[src/rtl/cpu_pkg.sv]
// Shared CPU datapath constants and types: default register width, register
// count and the register-address type used by decode, issue and the ALU.
package cpu_pkg;
  localparam int REG_W_DEF = 8;
  localparam int REG_NUM   = 4;
  localparam int REG_AW    = $clog2(REG_NUM);

  typedef logic [REG_AW-1:0] reg_addr_t;
endpackage

[src/rtl/wr_arbiter.sv]
// Fixed-priority write arbiter: for one target address, reports whether any
// enabled write port hits it and returns the highest-index port's data.
module wr_arbiter #(
  parameter int W  = 8,
  parameter int AW = 2,
  parameter int NW = 3
) (
  input  logic [NW-1:0]    we,
  input  logic [NW*AW-1:0] waddr,
  input  logic [NW*W-1:0]  wdata,
  input  logic [AW-1:0]    addr,
  output logic             hit,
  output logic [W-1:0]     data
);

  // Ascending scan so a later (higher-index) match overrides earlier ones.
  always_comb begin
    hit  = 1'b0;
    data = '0;
    for (int i = 0; i < NW; i++) begin
      if (we[i] && (waddr[i*AW +: AW] == addr)) begin
        hit  = 1'b1;
        data = wdata[i*W +: W];
      end
    end
  end

endmodule

[src/rtl/reg_file_mp.sv]
// Multi-port register file with fixed-priority writes, optional write-to-read
// bypass and a per-register busy scoreboard for RAW stalls at issue.
module reg_file_mp
  import cpu_pkg::*;
#(
  parameter int W       = REG_W_DEF,
  parameter int NREG    = REG_NUM,
  parameter int NW      = 3,
  parameter int NR      = 3,
  parameter int BYPASS  = 1,
  parameter int R0_ZERO = 0,
  localparam int AW     = $clog2(NREG)
) (
  input  logic              CLK,
  input  logic              RST_N,
  input  logic [NW-1:0]     WE,
  input  logic [NW*AW-1:0]  WADDR,
  input  logic [NW*W-1:0]   WDATA,
  input  logic [NR*AW-1:0]  RADDR,
  output logic [NR*W-1:0]   RDATA,
  input  logic              LOCK_EN,
  input  logic [AW-1:0]     LOCK_ADDR,
  output logic [NREG-1:0]   BUSY,
  output logic [NREG*W-1:0] REGS
);

  logic [W-1:0] regs_c [NREG];

  for (genvar r = 0; r < NREG; r++) begin : g_reg
    localparam bit HARD0 = (R0_ZERO != 0) && (r == 0);

    logic         hit;
    logic [W-1:0] wr_data;
    logic         lock_set;
    logic [W-1:0] reg_q;
    logic         busy_q;

    wr_arbiter #(.W(W), .AW(AW), .NW(NW)) u_commit_arb (
      .we    (WE),
      .waddr (WADDR),
      .wdata (WDATA),
      .addr  (AW'(r)),
      .hit   (hit),
      .data  (wr_data)
    );

    assign lock_set = LOCK_EN && (LOCK_ADDR == AW'(r)) && !HARD0;

    // A lock in the same cycle as a write wins: the new issuer owns the register.
    always_ff @(posedge CLK or negedge RST_N) begin
      if (!RST_N) begin
        reg_q  <= '0;
        busy_q <= 1'b0;
      end else begin
        if (hit && !HARD0) reg_q <= wr_data;
        if (lock_set)      busy_q <= 1'b1;
        else if (hit)      busy_q <= 1'b0;
      end
    end

    assign regs_c[r]      = reg_q;
    assign BUSY[r]        = busy_q;
    assign REGS[r*W +: W] = reg_q;
  end

  for (genvar j = 0; j < NR; j++) begin : g_rd
    logic [AW-1:0] ra;
    logic          hit;
    logic [W-1:0]  byp_data;
    logic [W-1:0]  rd;

    assign ra = RADDR[j*AW +: AW];

    wr_arbiter #(.W(W), .AW(AW), .NW(NW)) u_bypass_arb (
      .we    (WE),
      .waddr (WADDR),
      .wdata (WDATA),
      .addr  (ra),
      .hit   (hit),
      .data  (byp_data)
    );

    // Hardwired zero must also mask the bypass path.
    always_comb begin
      rd = regs_c[ra];
      if ((BYPASS != 0) && hit) rd = byp_data;
      if ((R0_ZERO != 0) && (ra == '0)) rd = '0;
    end

    assign RDATA[j*W +: W] = rd;
  end

endmodule
[config.mk]
export PLATFORM = sky130hd
export DESIGN_NAME = reg_file_mp
export DESIGN_NICKNAME = d
export VERILOG_FILES = /design/src/rtl/cpu_pkg.sv /design/src/rtl/wr_arbiter.sv /design/src/rtl/reg_file_mp.sv
export SDC_FILE = /design/constraint.sdc
export NUM_CORES = 1
export LEC_CHECK = 0
export CORE_ASPECT_RATIO = 2
export CORE_MARGIN = 2
export CORE_UTILIZATION = 45
export DETAILED_ROUTE_END_ITERATION = 10
export PLACE_DENSITY = 0.75
export SYNTH_ARGS = -nofsm -noshare
export SYNTH_HDL_FRONTEND = slang
export SYNTH_SLANG_ARGS = --single-unit
[constraint.sdc]
create_clock -name CLK -period 3.3 [get_ports CLK]
set_clock_uncertainty 0.2 [all_clocks]
set_input_delay 0.66 -clock CLK [delete_from_list [all_inputs] [get_ports CLK]]
set_output_delay 0.66 -clock CLK [all_outputs]
set_load 0.01 [all_outputs]
* Word level (Yosys, flattened, before mapping)
Cells that the tools add are included.
Cells by class: magnitude comparators 3, equality and inequality tests 21, multiplexer cells 62, bitwise gates (word level) 3, reductions and logical operators 33
Operators with widths (count):
- 8-bit 2-to-1 mux | 30
- 8-bit binary-select mux with 2-bit select | 3
- 1-bit 2-to-1 mux | 29
- 1-bit logical AND | 25
- 2-bit == test | 9
- 2-bit == test (second input constant) | 8
- 3-bit >= comparator (second input constant) | 3
- 2-bit inverter with 3-bit output | 3
- 2-bit by 1-bit == test with 1-bit output (second input constant) | 4
- 2-bit logical NOT | 4
- 2-bit nonzero test | 4
Word-level totals: bits in registers 36, output and inout port bits 60, word-level logic and storage cells 130

* Logic depth before layout (Yosys ltp)
depth in word-level cells 7, mapped depth 7

* By module
From an unflattened synthesis, not the netlist that was laid out.
Second synthesis, totals: cell total of the unflattened synthesis 549, area, all modules 4222.8 um^2
Modules (own cells, without submodules):
- reg_file_mp | instances 1, cells an instance 227, area each 2436.1 um^2
- wr_arbiter | instances 7, cells an instance 46, area each 255.2 um^2

* Least setup slack after synthesis
OpenSTA, ideal clock, no wires.
path type input to output, from input port WADDR[3], to output port RDATA[14], arrival 2.003 ns, path slack 0.437 ns, stages 6, path through buf_4 > xor2_2 > or3_1 > buf_6 > and3_1 > o31ai_1
On the way: cells in the longest elaborated chain, start to end 5
RTL lines:
- start: declaration | line reg_file_mp.sv:17 | input logic [NW*AW-1:0] WADDR,
- 2-bit == test (*) | line wr_arbiter.sv:21 | if (we[i] && (waddr[i*AW +: AW] == addr)) begin
- 1-bit logical AND (*) | line wr_arbiter.sv:21
- 8-bit 2-to-1 mux / 1-bit 2-to-1 mux (equally long branches) (2 in a row) | line wr_arbiter.sv:21
- 8-bit 2-to-1 mux (*) | line reg_file_mp.sv:86 | if ((BYPASS != 0) && hit) rd = byp_data;
- end: declaration | line reg_file_mp.sv:20 | output logic [NR*W-1:0] RDATA,
Mark *: on every way between the ends. The rest lies on a longest branch, timed or not.

* Worst setup path in the final report
from input port WE[1], to output port RDATA[8]
On the way: cells in the longest elaborated chain, start to end 4
RTL lines:
- start: declaration | line reg_file_mp.sv:16 | input logic [NW-1:0] WE,
- 1-bit logical AND (*) | line wr_arbiter.sv:21
- 8-bit 2-to-1 mux / 1-bit 2-to-1 mux (equally long branches) (2 in a row) | line wr_arbiter.sv:21
- 8-bit 2-to-1 mux (*) | line reg_file_mp.sv:86
Marked as above.

==> results.md <==
- Placer Congestion: 0.913
- Worst rel slew slack: 41.2%
- R2R depth: 3
- Detail Placement HPWL: 13100 µm
- First drt pass iteration count: 6
- Clock slew at reported path FFs: 50 ps
- Vias in the first global route: 4848
- Pins Over Slew Limit: 0
- RSZ-0062 raised after global routing: yes
- DRT Wirelength: 16600 µm
- Minimum clock period: 3260 ps
- Hold crit path type: primary input to asynchronous set/reset pin
- Ant diodes: 0
- Num CTS Buffers: 5
- Setup_tns: 0 ps
- Status: finished clean
- DP Area: 0.00552 mm²
- Highest clock rate: 306 MHz
- R2R setup slack: 2080 ps
- Post-route worst setup slack: 37.1 ps
- Vias after detailed routing: 4756
- GRT overflow: 0
- Syn Std Cell Area: 0.00386 mm²
- Routed len/inst: 23.3 µm
- Placement Setup Slack: -495 ps
- Layout cells sized above 1: 29.0%
- Worst Path Max Fanout: 14
- Fraction of registers with async set/reset: 100%
- Most common library cells after synthesis: 52 x nand2_1, 41 x a31oi_1, 36 x dfrtp_1
- Worst Setup End Kind: output pin
- Reg2reg start: g_reg[0].reg_q[0]$_DFFE_PN0P_
- NumNets Final: 656
- Mapped Nets: 495
- Crit share post-route: 98.9%
- Mean Syn Cell Area: 8.55 µm²
- Number of synthesized flops with an enable pin: 0
- Most frequent cell after synthesis: nand2_1
- Pwr Total: 2.24 mW
- Starting DRT DRC Count: 391
- Largest area contributor in the netlist: dfrtp_1
- Worst endpoint required time: 2440 ps
- Startpoint types: primary input
- TritonCTS clock tree: done
- Die width: 69.5 µm
- Synth warn: 0
- WS Path Type: primary input to output pin
- CTS max path bufs: 2
- Max VDD drop: 0.427 mV
- Port bufs: 103
- CTS Hold Bufs: 0
- Row cnt: 47
- Initial Util: 46.5%
- Library cells used by synthesis: 41
- Core area: 0.00829 mm²
- Register area share after synthesis: 23.4%
- First-pass GRT wire length: 25100 µm
- Die height: 135 µm
- Area contributors post-synth: dfrtp_1 23%, mux4_2 14%, a31oi_1 6.6%
- R2R Path End: g_reg[0].reg_q[0]$_DFFE_PN0P_
- Sink Count: 36
- Placed cell count: 697
- CTS Root Cell: clkbuf_16
- Worst Setup SP: WE[1]
- Crit path arrival time: 2400 ps
- Synthesis-to-finish area growth: 51.8%
- Largest net degree at the start of global routing: 37
- Antenna Nets Post-Route: 0
- Die Area: 0.00937 mm²
- H-tree depth: 2
- Worst slew pin tran: 883 ps
- Critical Path Sink: RDATA[8]
- Main synth FF type: dfrtp_1
- Final std cells w/o fill: 711
- Leakage power total: 2.49 nW
- Post-synth top area share: 23.4%
- Final hold violations: 0
- Endpoints failing setup: 0
- # DRC: 0
- Post-synthesis cell count: 451
- Max-cap viol count: 0
- Post-route cell area: 0.00586 mm²
- Vias/cell: 6.69
- Tot GR Track Use: 34.7%
- I/O Pins: 104
- PwrDens: 383 mW/mm²
- Antenna violations before repair: 0
- Post-synthesis register bit count: 36
- Worst skew pair latency: 280 ps
## critical path: stages
cell             delay (ps)
clkdlybuf4s50_1         490
inv_1                    80
buf_4                   200
nor4_1                  420
a31oi_2                  60
o211ai_1                180
dlygate4sd2_1           310
## how the worst min path moves through the flow
stage	end	depth (start not counted)
finish	g_reg[1].reg_q[2]$_DFFE_PN0P_	1
global route	g_reg[3].busy_q$_DFFE_PN0P_	1
CTS	g_reg[1].reg_q[2]$_DFFE_PN0P_	1
detailed placement	g_reg[0].busy_q$_DFFE_PN0P_	2
global placement	g_reg[0].busy_q$_DFFE_PN0P_	2
floorplan	g_reg[0].busy_q$_DFFE_PN0P_	0
## flip-flops by register name (all words and copies together) (netlist names)
name	cells
g.reg_q	32
g.busy_q	4
## area by class of cell
cell class	count	area (µm²)
inverter	10	37.5
sequential	36	901
multi-input combinational	360	2830
tap	98	123
timing repair buffer	199	1820
fill	682	2440
clock buffer	8	146
## placed cells by master (no fill, tap or decap), types with 19 or more instances in the layout
master and n:
nand2_1 52, mux4_2 24, nor2_1 35, a21o_1 27, o211ai_1 19, clkdlybuf4s50_1 65, a31oi_1 38, dfrtp_1 36
buf_4 82, nand4_1 26, nand3_1 32
## what timing repair did
action,CTS,global route
hold endpoints to repair,0,0
gates cloned,0,1
setup endpoints to repair,24,21
pin swaps,10,3
buffers inserted,4,1
gates resized for setup,85,20
## logic make-up after synthesis
group | Yosys count | synth area share, %
compound gates | 115 | 21.1
xor+xnor | 18 | 5.84
buf+inv | 55 | 7.49
flops | 36 | 23.4
mux | 32 | 16.3
simple gates | 195 | 25.9
## where the power goes
group	leakage, nW	total, mW	internal, mW	switching, mW
Clock	0.0712	0.468	0.301	0.167
Sequential	0.435	0.633	0.518	0.115
Combinational	1.99	1.14	0.618	0.525
Total	2.49	2.24	1.44	0.808
## stage by stage
stage | hold WS, ps | utilization [%]
CTS | 287 | 69.5
finish | 259 | 70.6
global route | 325 | 70.6
floorplan | 164 | -
global placement | 265 | 66.5
detailed placement | 280 | 66.5
## layer usage
layer	GRT usage, %	wire length (µm)	vias up
met2	65.2	8960	311
met1	35.0	5380	2273
li1	-	-	2066
met5	0	0	-
met4	24.1	1240	0
met3	3.66	989	106
(Power assumes the default switching activity.)
